$ cat src/rtl/reg_scoreboard_pkg.sv
// Shared definitions for the register-file hazard scoreboard.
//   FWD_*  : operand source select codes driven on fwd_sel0/fwd_sel1
//   TNEW_* : production latency of an instruction on entry to E
//   TUSE_* : cycles from D until an operand is consumed
//   match_t: which pipeline entry (if any) supplies a D operand
package reg_scoreboard_pkg;

  localparam logic [1:0] FWD_GRF = 2'd0;
  localparam logic [1:0] FWD_E   = 2'd1;
  localparam logic [1:0] FWD_M   = 2'd2;

  localparam logic [1:0] TNEW_ALU  = 2'd1;
  localparam logic [1:0] TNEW_LOAD = 2'd2;

  localparam logic [1:0] TUSE_BRANCH = 2'd0;
  localparam logic [1:0] TUSE_ALU    = 2'd1;
  localparam logic [1:0] TUSE_STORE  = 2'd2;

  typedef enum logic [1:0] {
    MATCH_NONE = 2'd0,
    MATCH_E    = 2'd1,
    MATCH_M    = 2'd2,
    MATCH_W    = 2'd3
  } match_t;

endpackage

$ cat src/rtl/reg_scoreboard_sb_src_check.sv
// Hazard / forwarding check for one D-stage source operand.
// Ports:
//   i_valid            D holds a real instruction
//   i_src, i_tuse      operand register address and its Tuse
//   i_{e,m,w}_dst/tnew tracked in-flight entries
//   o_hazard           operand value not ready in time -> stall
//   o_fwd_sel          FWD_GRF / FWD_E / FWD_M
module sb_src_check
  import reg_scoreboard_pkg::*;
#(
  parameter int unsigned TNEW_W = 2
) (
  input  logic              i_valid,
  input  logic [4:0]        i_src,
  input  logic [TNEW_W-1:0] i_tuse,
  input  logic [4:0]        i_e_dst,
  input  logic [TNEW_W-1:0] i_e_tnew,
  input  logic [4:0]        i_m_dst,
  input  logic [TNEW_W-1:0] i_m_tnew,
  input  logic [4:0]        i_w_dst,
  input  logic [TNEW_W-1:0] i_w_tnew,
  output logic              o_hazard,
  output logic [1:0]        o_fwd_sel
);

  match_t            w_match;
  logic [TNEW_W-1:0] w_tnew;

  // Youngest producer wins. A non-zero i_src guarantees a matched dst is
  // non-zero too, so $0 entries can never match.
  always_comb begin
    w_match = MATCH_NONE;
    w_tnew  = '0;
    if (i_valid && (i_src != 5'd0)) begin
      if (i_e_dst == i_src) begin
        w_match = MATCH_E;
        w_tnew  = i_e_tnew;
      end else if (i_m_dst == i_src) begin
        w_match = MATCH_M;
        w_tnew  = i_m_tnew;
      end else if (i_w_dst == i_src) begin
        w_match = MATCH_W;
        w_tnew  = i_w_tnew;
      end
    end
  end

  // W forwards through the GRF write-through, so it keeps FWD_GRF.
  always_comb begin
    o_hazard  = 1'b0;
    o_fwd_sel = FWD_GRF;
    if (w_match != MATCH_NONE) begin
      if (w_tnew > i_tuse) begin
        o_hazard = 1'b1;
      end else if (w_tnew == '0) begin
        case (w_match)
          MATCH_E: o_fwd_sel = FWD_E;
          MATCH_M: o_fwd_sel = FWD_M;
          default: o_fwd_sel = FWD_GRF;
        endcase
      end
    end
  end

endmodule

$ cat src/rtl/reg_scoreboard.sv
// Hazard controller for the 5-stage pipeline's 32-entry GRF.
// Tracks {dst, tnew} of the instructions in E, M and W and checks the
// D-stage operands against them.
// Ports:
//   clk, reset                 clock, synchronous active-high reset
//   d_valid                    D holds a real instruction
//   d_src0/1, d_tuse0/1        D operand addresses and Tuse
//   d_dst, d_tnew              D destination and Tnew on entry to E
//   d_md, md_busy              mult/div structural hazard inputs
//   flush                      kill the instruction entering E
//   stall                      freeze PC and F/D, bubble into E
//   fwd_sel0/1                 operand source select
//   e_dst, m_dst, w_dst        tracked destinations
module reg_scoreboard
  import reg_scoreboard_pkg::*;
#(
  parameter int unsigned TNEW_W = 2
) (
  input  logic              clk,
  input  logic              reset,
  input  logic              d_valid,
  input  logic [4:0]        d_src0,
  input  logic [4:0]        d_src1,
  input  logic [TNEW_W-1:0] d_tuse0,
  input  logic [TNEW_W-1:0] d_tuse1,
  input  logic [4:0]        d_dst,
  input  logic [TNEW_W-1:0] d_tnew,
  input  logic              d_md,
  input  logic              md_busy,
  input  logic              flush,
  output logic              stall,
  output logic [1:0]        fwd_sel0,
  output logic [1:0]        fwd_sel1,
  output logic [4:0]        e_dst,
  output logic [4:0]        m_dst,
  output logic [4:0]        w_dst
);

  logic [4:0]        r_e_dst, r_m_dst, r_w_dst;
  logic [TNEW_W-1:0] r_e_tnew, r_m_tnew, r_w_tnew;
  logic              w_hazard0, w_hazard1, w_stall, w_e_load;

  function automatic logic [TNEW_W-1:0] sat_dec(input logic [TNEW_W-1:0] t);
    return (t == '0) ? '0 : t - 1'b1;
  endfunction

  sb_src_check #(.TNEW_W(TNEW_W)) u_chk0 (
    .i_valid  (d_valid),
    .i_src    (d_src0),
    .i_tuse   (d_tuse0),
    .i_e_dst  (r_e_dst),
    .i_e_tnew (r_e_tnew),
    .i_m_dst  (r_m_dst),
    .i_m_tnew (r_m_tnew),
    .i_w_dst  (r_w_dst),
    .i_w_tnew (r_w_tnew),
    .o_hazard (w_hazard0),
    .o_fwd_sel(fwd_sel0)
  );

  sb_src_check #(.TNEW_W(TNEW_W)) u_chk1 (
    .i_valid  (d_valid),
    .i_src    (d_src1),
    .i_tuse   (d_tuse1),
    .i_e_dst  (r_e_dst),
    .i_e_tnew (r_e_tnew),
    .i_m_dst  (r_m_dst),
    .i_m_tnew (r_m_tnew),
    .i_w_dst  (r_w_dst),
    .i_w_tnew (r_w_tnew),
    .o_hazard (w_hazard1),
    .o_fwd_sel(fwd_sel1)
  );

  assign w_stall  = w_hazard0 | w_hazard1 | (d_valid & d_md & md_busy);
  assign w_e_load = d_valid & ~w_stall & ~flush;

  // The pipeline behind D never freezes; Tnew counts down on every hop so
  // a load has fully resolved by the time it reaches W.
  always_ff @(posedge clk) begin
    if (reset) begin
      r_e_dst  <= '0;
      r_e_tnew <= '0;
      r_m_dst  <= '0;
      r_m_tnew <= '0;
      r_w_dst  <= '0;
      r_w_tnew <= '0;
    end else begin
      r_w_dst  <= r_m_dst;
      r_w_tnew <= sat_dec(r_m_tnew);
      r_m_dst  <= r_e_dst;
      r_m_tnew <= sat_dec(r_e_tnew);
      if (w_e_load) begin
        r_e_dst  <= d_dst;
        r_e_tnew <= d_tnew;
      end else begin
        r_e_dst  <= '0;
        r_e_tnew <= '0;
      end
    end
  end

  assign stall = w_stall;
  assign e_dst = r_e_dst;
  assign m_dst = r_m_dst;
  assign w_dst = r_w_dst;

endmodule

$ cat config.mk
export PLATFORM = sky130hd
export DESIGN_NAME = reg_scoreboard
export DESIGN_NICKNAME = d
export VERILOG_FILES = /design/src/rtl/reg_scoreboard_pkg.sv /design/src/rtl/reg_scoreboard_sb_src_check.sv /design/src/rtl/reg_scoreboard.sv
export SDC_FILE = /design/constraint.sdc
export NUM_CORES = 1
export LEC_CHECK = 0
export CAP_MARGIN = 20
export CORE_MARGIN = 5
export CORE_UTILIZATION = 48
export CTS_CLUSTER_SIZE = 28
export DETAILED_ROUTE_END_ITERATION = 12
export PLACE_DENSITY = 0.85
export SKIP_CTS_REPAIR_TIMING = 1
export SLEW_MARGIN = 10
export SYNTH_ARGS = -nofsm -noshare
export SYNTH_HDL_FRONTEND = slang
export SYNTH_SLANG_ARGS = --single-unit
export TNS_END_PERCENT = 30
$ cat constraint.sdc
create_clock -name clk -period 11.7 [get_ports clk]
set_input_delay 2.925 -clock clk [delete_from_list [all_inputs] [get_ports clk]]
set_output_delay 2.925 -clock clk [all_outputs]
set_load 0.02 [all_outputs]
== Word-level counts from Yosys, hierarchy flattened ==
Cells that the tools add are included.

* Register bits after elaboration: 21
* Latch bits: 0
* Bits in writable memories: 0
* Memory bits (read-only): 0
* Bits of input ports: 27
* Output and inout bits: 20
* Memories kept: 0

* Add/subtract/negate cells: 2
* Multiply operators: 0
* Divide/modulo/power cells: 0
* Magnitude comparators: 2
* Equal/unequal tests: 10
* Shifts and indexed selects: 0
* Muxes and demuxes: 28
* Bitwise operators: 9
* Reduce and logical (&&, ||, !) cells: 13

{| class="wikitable"
|+ Operators with widths
! operator !! count
|-
| 2-bit 2-to-1 mux || 22
|-
| 5-bit equality test || 6
|-
| 5-bit nonzero test || 2
|-
| 2-bit logical NOT || 4
|-
| 2-bit case mux with 2 select lines || 2
|-
| 2-bit OR reduction || 3
|-
| 1-bit AND || 4
|-
| 2-bit by 1-bit equality test with 1-bit output, second input constant || 2
|-
| 2-bit equality test, second input constant || 2
|-
| 2-bit > comparator || 2
|-
| 1-bit 2-to-1 mux || 4
|-
| 2-bit nonzero test || 2
|-
| 2-bit by 1-bit subtractor with 2-bit output, second input constant || 2
|-
| 1-bit NOT || 3
|-
| 1-bit logical AND || 2
|-
| 1-bit bitwise OR || 2
|}

== Depth between registers and ports, before layout ==
Gate-level depths: netlist (run 1).

* Word-level depth: 15
* Gate-level depth with buffers: 12
* Mapped depth without buffers: 12

== Cells and area by module ==
From an unflattened synthesis (run 1), not the netlist that was laid out.

* Cells, all modules: 156
* Area, all modules: 1448.9 um2

{| class="wikitable"
|+ Modules (own cells, without submodules)
! module !! times used !! cells each !! area an instance (um2)
|-
| sb_src_check || 2 || 48 || 374.1
|-
| reg_scoreboard || 1 || 60 || 700.7
|}

== Least setup slack after synthesis (run 1) ==
Ideal clock, no wire load.

* Path type: input to output
* Start: in d_src0[2]
* End: out fwd_sel0[1]
* Arrival: 5.376 ns
* Required time: 8.775 ns
* Path slack: 3.399 ns
* Stages on the path: 11
* Path buffers: 0
* Cell sequence: xnor2_1 nand3_1 nor3_1 nand3_1 a311oi_1 ha_1 nor2b_1 o21ai_1 nand2b_1 or3_1 nor3b_1

* Cells in the longest elaborated chain, start to end: 10

{| class="wikitable"
|+ RTL lines
! item !! RTL line !! text
|-
| start: declaration || reg_scoreboard.sv:22 || <nowiki>input logic [4:0] d_src0,</nowiki>
|-
| 5-bit equality test || reg_scoreboard_sb_src_check.sv:41 || <nowiki>end else if (i_w_dst == i_src) begin</nowiki>
|-
| 2-bit 2-to-1 mux || reg_scoreboard_sb_src_check.sv:41 ||
|-
| 2-bit 2-to-1 mux || reg_scoreboard_sb_src_check.sv:38 || <nowiki>end else if (i_m_dst == i_src) begin</nowiki>
|-
| 2-bit 2-to-1 mux || reg_scoreboard_sb_src_check.sv:35 || <nowiki>if (i_e_dst == i_src) begin</nowiki>
|-
| 2-bit 2-to-1 mux || reg_scoreboard_sb_src_check.sv:34 || <nowiki>if (i_valid && (i_src != 5'd0)) begin</nowiki>
|-
| 2-bit equality test or 2-bit by 1-bit equality test with 1-bit output (tied branches) || reg_scoreboard_sb_src_check.sv:56 || <nowiki>case (w_match)</nowiki>
|-
| 2-bit case mux with 2 select lines || reg_scoreboard_sb_src_check.sv:56 ||
|-
| 2-bit 2-to-1 mux || reg_scoreboard_sb_src_check.sv:55 || <nowiki>end else if (w_tnew == '0) begin</nowiki>
|-
| 2-bit 2-to-1 mux || reg_scoreboard_sb_src_check.sv:53 || <nowiki>if (w_tnew > i_tuse) begin</nowiki>
|-
| 2-bit 2-to-1 mux (*) || reg_scoreboard_sb_src_check.sv:52 || <nowiki>if (w_match != MATCH_NONE) begin</nowiki>
|-
| end: declaration || reg_scoreboard.sv:32 || <nowiki>output logic [1:0] fwd_sel0,</nowiki>
|}

Mark *: on every way between the ends. The rest lies on a longest branch, timed or not.

== Final worst setup path (run 1) ==
* Start: in d_src0[4]
* End: out fwd_sel0[1]

Same word-level chain as after synthesis.

==> reports/qor.txt, run 1 <==
Outcome -> completed
Initial antenna violation count -> 0
Clock buffer depth -> 2
Flops & latches, synth -> 21
Die Y -> 62.2 microns
Slew @ Worst Pin -> 569 ps
Synth Area in Adders -> 0.0574
Gpl congestion -> 0.913
Area Growth Syn to Fin -> 40.2%
Largest stage delay, worst path -> 640 ps
Reg2Reg Depth -> 11
Vias/cell -> 5.42
Commonest cells after routing, fill and taps aside -> clkdlybuf4s50_1, dfxtp_1, xor2_1, nor2b_1, nand2_1
Final period util -> 0.818
Antenna Nets Post-Route -> 0
Die Wd -> 62.2 microns
Num ports -> 47
Commonest non-fill, non-tap cell in the layout -> clkdlybuf4s50_1
Worst path slowest cell -> clkdlybuf4s50_1
Clk Latency, worst-skew pair -> 310 ps
Register area -> 420 sq um
Power Dens Cells -> 78.3 nW/um^2
Post-synth ARST share -> 0
Leakage -> 0.704 nW
Port buffer count -> 46
DRC errors left -> 0
Post-synth top area share -> 0.322
Reg2Reg Setup Slack -> 8590 ps
Row cnt -> 19
Ys Warns -> 0
Worst vdd ir -> 0.0887 mV
Final hold violations -> 0
Worst Path Required -> 8780 ps
EDFF count, synth -> 0
Post-Syn Area per Cell -> 8.66 sq um
Mapped Cells -> 151
Vias in the first global route -> 1344
Critical Path AT -> 6640 ps
Final nets -> 234
Vias -> 1251
Synth unique cells -> 36
RR Startpoint -> w_dst[1]$_SDFF_PP0_
Die area -> 3870 sq um
Routed WL -> 3.46 mm
Multiplexer share of the synthesized area -> 0
Maximum clock frequency -> 105 MHz
Critical-path maximum fanout -> 4
Critical path capture point type -> output port
Most area-consuming cells after synthesis -> dfxtp_1, xor2_1, nor2b_1, xnor2_1, ha_1
H-tree levels -> 1
Initial Util -> 0.487
Core Region -> 2690 sq um
Crit path kind -> input pin to output port
Total GRT Usage -> 0.193
CP Launch Type -> input pin
Endpoints failing setup -> 0
Hold Crit Class -> flop to flop
Largest net degree at the start of global routing -> 16
Synth Area in Compound Gates -> 0.117
Diode count -> 0
CTS root buf -> clkbuf_4
Post-DP HPWL -> 2.91 mm
Max_slew headroom -> 0.620
Clk_skew -> 9.89 ps
Final core utilization -> 0.682
Setup_tns -> 0 ps
Filler instances -> 223
Crit path buf inv count -> 2
Clock-pin slew on the worst setup and hold paths -> 120 ps
Post-Synth Simple-Gate Area -> 0.296
R2r endpoint -> e_dst[3]$_SDFF_PP0_
Share of the yosys chip area belonging to registers -> 0.322
CTS tree -> done
Area of the multi-input gates -> 842 sq um
Critical path destination -> fwd_sel0[1]
Post-synthesis xor/xnor area fraction -> 0.174
Synthesized area -> 1310 sq um
Largest family of logic cells by synthesized area -> simple AND/OR/NAND/NOR gates
Layout cells sized above 1 -> 0.0500
Global route total overflow -> 0
Worst setup startpoint -> d_src0[4]
Slew Viols, Final -> 0
Total power -> 144 uW
CP delay by family, top -> simple AND/OR/NAND/NOR gates
Critical Path, Cell by Cell -> clkdlybuf4s50_1, xnor2_1, nand3_1, nor3_1, nand3_1, a311oi_1, ha_1, nor2b_1, o21ai_1, nand2b_1, or3_1, nor3b_1, clkdlybuf4s50_1
Synth area leader -> dfxtp_1
Cts bufs inserted -> 3
First-iteration detailed-routing DRC count -> 32
Post-Syn Nets -> 184
Layout Cells excl Fill -> 231
Max cap viols -> 0
Unrepaired setup endpoints after global routing -> no
Dominant synthesized flop cell -> dfxtp_1
1st-pass router iterations -> 4
First-pass GRT wire length -> 6.17 mm
Placed Instances -> 227
Stages on the worst setup path -> 13
WL/cell -> 15.0 microns
CTS Sinks -> 21
Tmin final -> 9570 ps
Minimum hold slack -> 520 ps
metal layers:
metal	track usage	up-vias	wire length, microns
met3	0.0324	9	208
met2	0.329	47	1810
li1	-	614	-
met5	0	-	0
met1	0.236	581	1390
met4	0.0813	0	60
layout make-up:
| cell class | instances | area share |
|---|---|---|
| Timing Repair Buffer | 46 | 0.251 |
| Tap cell | 31 | 0.0212 |
| Clock buffer | 3 | 0.0123 |
| Clock inverter | 1 | 0.00410 |
| Multi-Input combinational cell | 118 | 0.459 |
| Sequential cell | 21 | 0.229 |
| Inverter | 11 | 0.0225 |
per-stage QoR:
| stage | area [sq um] | setup WS (ps) |
|---|---|---|
| 6_report | 1830 | 2130 |
| 5_1_grt | 1830 | 1790 |
| 4_1_cts | 1830 | 2150 |
| 3_5_place_dp | 1800 | 2150 |
| 3_3_place_gp | 1800 | 2400 |
| 2_1_floorplan | 1310 | 3400 |
registers in the layout (all words and copies together) (netlist names):
register and cells:
r_m_tnew 2, m_dst 5, r_e_tnew 2, r_w_tnew 2, e_dst 5, w_dst 5
logic make-up after synthesis:
| kind of cell | Yosys count |
|---|---|
| and+or+nand+nor | 69 |
| adders and majority gates | 6 |
| DFF | 21 |
| AOI/OAI and AO/OA | 17 |
| buffers and inverters | 12 |
| xor gates and xnor gates | 26 |
Yosys cell counts, types with 2 or more instances:
master    number
dfxtp_1       21
xor2_1        17
nor2b_1       15
nand2_1       11
inv_1         10
nor3_1        10
and2_1         9
xnor2_1        9
nor2_1         7
ha_1           6
nand3_1        4
o21ai_0        3
a31oi_1        2
nand3b_1       2
nor4_1         2
o21ai_1        2
or4_1          2
power by group:
part / switching [mW] / internal, mW / leakage [nW]
clock network: 0.0239 / 0.0131 / 0.0139
logic: 0.0145 / 0.0173 / 0.520
registers: 0.00184 / 0.0730 / 0.170
worst min path at each step:
stage                                   endpoint  cells past startpoint              startpoint
final                     r_m_tnew[0]$_SDFF_PP0_                      1  r_e_tnew[0]$_SDFF_PP0_
after global routing      r_m_tnew[0]$_SDFF_PP0_                      1  r_e_tnew[0]$_SDFF_PP0_
after CTS                 r_m_tnew[0]$_SDFF_PP0_                      1  r_e_tnew[0]$_SDFF_PP0_
after detailed placement  r_m_tnew[0]$_SDFF_PP0_                      1  r_e_tnew[0]$_SDFF_PP0_
after global placement    r_w_tnew[0]$_SDFF_PP0_                      1  r_m_tnew[0]$_SDFF_PP0_
after floorplan           r_m_tnew[0]$_SDFF_PP0_                      1  r_e_tnew[0]$_SDFF_PP0_
No activity file was read; power rests on OpenSTA's default activity.
==> run 2: changes to the inputs <==
- CORE_UTILIZATION: 48 -> 40
- PLACE_DENSITY: 0.85 -> 0.76
- clock period: 11.7 -> 7.9 ns (I/O delays scaled with it)
==> reports/qor.txt, run 2 (same netlist as run 1, synthesis figures left out) <==
Initial antenna violation count -> 0
Endpoints failing setup -> 0
Power Dens Cells -> 111 nW/um^2
Clk Latency, worst-skew pair -> 290 ps
Crit path kind -> input pin to output port
Area Growth Syn to Fin -> 41.1%
Final instance area -> 1850 sq um
Layout Cells excl Fill -> 244
Tmin final -> 7630 ps
Final period util -> 0.965
Final core utilization -> 0.595
Max cap viols -> 0
H-tree levels -> 1
Vias/cell -> 4.98
Clk_skew -> 5.47 ps
Commonest cells after routing, fill and taps aside -> clkdlybuf4s50_1, dfxtp_1, xor2_1, nor2b_1, nand2_1
Final nets -> 234
First-iteration detailed-routing DRC count -> 53
Slew @ Worst Pin -> 587 ps
Critical path destination -> fwd_sel0[1]
Register area -> 420 sq um
CTS root buf -> clkbuf_4
Worst setup startpoint -> d_src0[4]
Die area -> 4510 sq um
Max_slew headroom -> 0.606
DP Area -> 1820 sq um
Dpl ws -> 276 ps
Die Y -> 67.2 microns
CTS Sinks -> 21
Area of the multi-input gates -> 842 sq um
1st-pass router iterations -> 4
Die Wd -> 67.2 microns
Worst vdd ir -> 0.0929 mV
Worst Path Required -> 5930 ps
CTS tree -> done
Minimum hold slack -> 510 ps
Final hold violations -> 0
Initial Util -> 0.421
First-pass GRT wire length -> 5.52 mm
Leakage -> 0.705 nW
Reg2Reg Setup Slack -> 4720 ps
Diode count -> 0
Layout cells sized above 1 -> 0.0450
Vias in the first global route -> 1231
Total power -> 206 uW
Critical path capture point type -> output port
Unrepaired setup endpoints after global routing -> no
Critical Path AT -> 5650 ps
Port buffer count -> 46
Fin worst setup slack -> 274 ps
Largest stage delay, worst path -> 640 ps
Total GRT Usage -> 0.163
Placed Instances -> 240
Critical Path, Cell by Cell -> clkdlybuf4s50_1, xnor2_1, nand3_1, nor3_1, nand3_1, a311oi_1, ha_1, nor2b_1, o21ai_1, nand2b_1, or3_1, nor3b_1, clkdlybuf4s50_1
Critical-path maximum fanout -> 4
Commonest non-fill, non-tap cell in the layout -> clkdlybuf4s50_1
Hold Crit Class -> flop to flop
CP Launch Type -> input pin
Outcome -> completed
Gpl congestion -> 0.844
Cts bufs inserted -> 3
Largest net degree at the start of global routing -> 16
Filler instances -> 303
Slew Viols, Final -> 0
Vias -> 1214
Clock-pin slew on the worst setup and hold paths -> 100 ps
Clock buffer depth -> 2
Antenna Nets Post-Route -> 0
WL/cell -> 14.4 microns
R2r endpoint -> r_e_tnew[0]$_SDFF_PP0_
Post-DP HPWL -> 2.98 mm
Num ports -> 47
Reg2Reg Depth -> 11
Row cnt -> 20
Setup_tns -> 0 ps
DRC errors left -> 0
RR Startpoint -> w_dst[0]$_SDFF_PP0_
Worst path slowest cell -> clkdlybuf4s50_1
Global route total overflow -> 0
Maximum clock frequency -> 131 MHz
Core Region -> 3100 sq um
Routed WL -> 3.51 mm
==> run 2: layout make-up <==
class                   count  area share
clock buffers               4      0.0142
inverters                  11      0.0224
multi-input cells         118       0.456
flip-flops and latches     21       0.228
well taps                  44      0.0298
repair buffers             46       0.249
==> run 2: critical path: cells and delay by family <==
| kind | cells | cell delay, ps |
|---|---|---|
| compound gates | 2 | 610 |
| simple gates | 7 | 1340 |
| xor+xnor | 1 | 160 |
| buf+inv | 2 | 1240 |
| fa+ha+maj | 1 | 320 |
==> run 2: layer usage <==
metal,track usage,up-vias,wire length [microns]
met4,0.0684,0,48
li1,-,610,-
met2,0.301,38,1810
met3,0.0166,4,161
met5,0,-,0
met1,0.188,562,1490
==> run 2: power breakdown <==
| part | internal [mW] | total (mW) | switching, mW |
|---|---|---|---|
| Combinational | 0.0256 | 0.0462 | 0.0206 |
| Sequential | 0.108 | 0.111 | 0.00302 |
| Clock | 0.0196 | 0.0482 | 0.0286 |
==> run 2: worst min path at each step <==
stage,slack [ps],endpoint,depth (start not counted),start
5_1_grt,530,r_w_tnew[0]$_SDFF_PP0_,1,r_m_tnew[0]$_SDFF_PP0_
3_5_place_dp,500,r_w_tnew[0]$_SDFF_PP0_,1,r_m_tnew[0]$_SDFF_PP0_
6_report,510,r_w_tnew[0]$_SDFF_PP0_,1,r_m_tnew[0]$_SDFF_PP0_
4_1_cts,510,r_w_tnew[0]$_SDFF_PP0_,1,r_m_tnew[0]$_SDFF_PP0_
2_1_floorplan,440,r_m_tnew[0]$_SDFF_PP0_,1,r_e_tnew[0]$_SDFF_PP0_
3_3_place_gp,480,r_w_tnew[0]$_SDFF_PP0_,1,r_m_tnew[0]$_SDFF_PP0_
==> run 3: changes to the inputs <==
- CAP_MARGIN: 20 -> default
- CORE_UTILIZATION: 40 -> 42
- CTS_BUF_LIST: default -> sky130_fd_sc_hd__clkbuf_4
- PLACE_DENSITY: 0.76 -> 0.79
- SLEW_MARGIN: 10 -> default
==> reports/qor.txt, run 3 (same netlist as run 1, synthesis figures left out) <==
Share of total power in the clock network -> 0.259
Routed WL -> 3.49 mm
Clk_skew -> 11.1 ps
Commonest non-fill, non-tap cell in the layout -> clkdlybuf4s50_1
Slew @ Worst Pin -> 553 ps
CP Launch Type -> input pin
Largest net degree at the start of global routing -> 16
1st-pass router iterations -> 4
Unrepaired setup endpoints after global routing -> no
Gpl congestion -> 0.851
Row cnt -> 20
Layout cells sized above 1 -> 0.0500
R2r endpoint -> r_e_tnew[0]$_SDFF_PP0_
Clock buffer depth -> 2
Critical path capture point type -> output port
Vias in the first global route -> 1283
Vias -> 1252
CTS tree -> done
Tmin final -> 7680 ps
Critical-path maximum fanout -> 4
First-pass GRT wire length -> 5.92 mm
Diode count -> 0
Reg2Reg Setup Slack -> 4730 ps
Hold Crit Start -> r_m_tnew[0]$_SDFF_PP0_
Reg power frac -> 0.520
WHS Path Cells -> 1
Layout Cells excl Fill -> 244
Endpoints failing setup -> 0
DP Area -> 1820 sq um
CTS Sinks -> 21
Core Region -> 3030 sq um
Die area -> 4330 sq um
Commonest cells after routing, fill and taps aside -> clkdlybuf4s50_1, dfxtp_1, xor2_1, nor2b_1, nand2_1
Final core utilization -> 0.611
Final hold violations -> 0
Int Pwr -> 157 uW
H-tree levels -> 1
Clock-pin slew on the worst setup and hold paths -> 110 ps
Setup_tns -> 0 ps
WL/cell -> 14.3 microns
CTS root buf -> clkbuf_4
First-iteration detailed-routing DRC count -> 89
Maximum clock frequency -> 130 MHz
Port buffer count -> 46
Placed Instances -> 240
Antenna Nets Post-Route -> 0
Num ports -> 47
Leakage -> 0.709 nW
Post-DP HPWL -> 2.94 mm
Crit path kind -> input pin to output port
Max_slew headroom -> 0.629
Hold Crit Class -> flop to flop
Critical Path AT -> 5710 ps
Slew Viols, Final -> 0
Final instance area -> 1850 sq um
Final period util -> 0.972
Combinational power share -> 0.221
Initial antenna violation count -> 0
Final nets -> 234
Power Dens Cells -> 115 nW/um^2
Die Wd -> 65.8 microns
Worst vdd ir -> 0.0651 mV
DRC errors left -> 0
Cts bufs inserted -> 3
Clk Latency, worst-skew pair -> 300 ps
Minimum hold slack -> 505 ps
Worst Path Required -> 5930 ps
Global route total overflow -> 0
Total GRT Usage -> 0.175
RR Startpoint -> w_dst[2]$_SDFF_PP0_
Outcome -> completed
Sw Ratio -> 0.264
Reg2Reg Depth -> 12
Area Growth Syn to Fin -> 41.4%
Max cap viols -> 0
Net switching power -> 56.2 uW
Worst Hold Path EP -> r_w_tnew[0]$_SDFF_PP0_
Initial Util -> 0.432
Vias/cell -> 5.13
Die Y -> 65.8 microns
run 3: cell types whose count changed in the layout (fill, tap and decap cells not counted):
cell and change:
clkbuf_1 -1, clkbuf_4 +1
run 3: power groups by stage:
stage / Clock, mW / Combinational (mW) / Sequential, mW
finish: 0.0551 / 0.0471 / 0.111
global route: 0.0618 / 0.0513 / 0.111
CTS: 0.0562 / 0.0472 / 0.111
detailed placement: 0 / 0.0469 / 0.113
global placement: 0 / 0.0454 / 0.113
floorplan: 0 / 0.0210 / 0.114
run 3: cell type report:
cell class / count / area (sq um)
clock buffers: 4 / 30.0
flip-flops and latches: 21 / 420
fillers: 278 / 1180
multi-input cells: 118 / 842
well taps: 44 / 55.1
repair buffers: 46 / 460
inverters: 11 / 41.3
run 3: worst max-delay path by stage:
stage	end	slack, ps	startpoint
2_1_floorplan	fwd_sel0[1]	1500	d_src0[2]
3_3_place_gp	fwd_sel0[1]	250	d_src0[4]
3_5_place_dp	fwd_sel0[1]	260	d_src0[4]
4_1_cts	fwd_sel0[1]	240	d_src0[4]
5_1_grt	fwd_sel0[1]	30	d_src0[4]
6_report	fwd_sel0[1]	220	d_src0[4]
run 3: critical path, stage by stage:
cell and delay [ps]:
clkdlybuf4s50_1 610, xnor2_1 160, nand3_1 90, nor3_1 380, nand3_1 130, a311oi_1 450
ha_1 330, nor2b_1 140, o21ai_1 190, nand2b_1 100, or3_1 310, nor3b_1 210
clkdlybuf4s50_1 640
run 3: per-layer routing:
| layer | vias up | wire length (microns) | track usage | share of wire |
|---|---|---|---|---|
| met3 | 4 | 185 | 0.0357 | 0.053 |
| met4 | 0 | 44 | 0.0725 | 0.013 |
| met1 | 589 | 1500 | 0.218 | 0.43 |
| met5 | - | 0 | 0 | 0 |
| met2 | 45 | 1760 | 0.293 | 0.50 |
| li1 | 614 | - | - | - |
run 3: metrics by stage:
stage / power (mW) / setup WS, ps
floorplan: 0.135 / 1500
global placement: 0.159 / 251
detailed placement: 0.160 / 258
CTS: 0.214 / 238
global route: 0.224 / 29.3
finish: 0.213 / 218
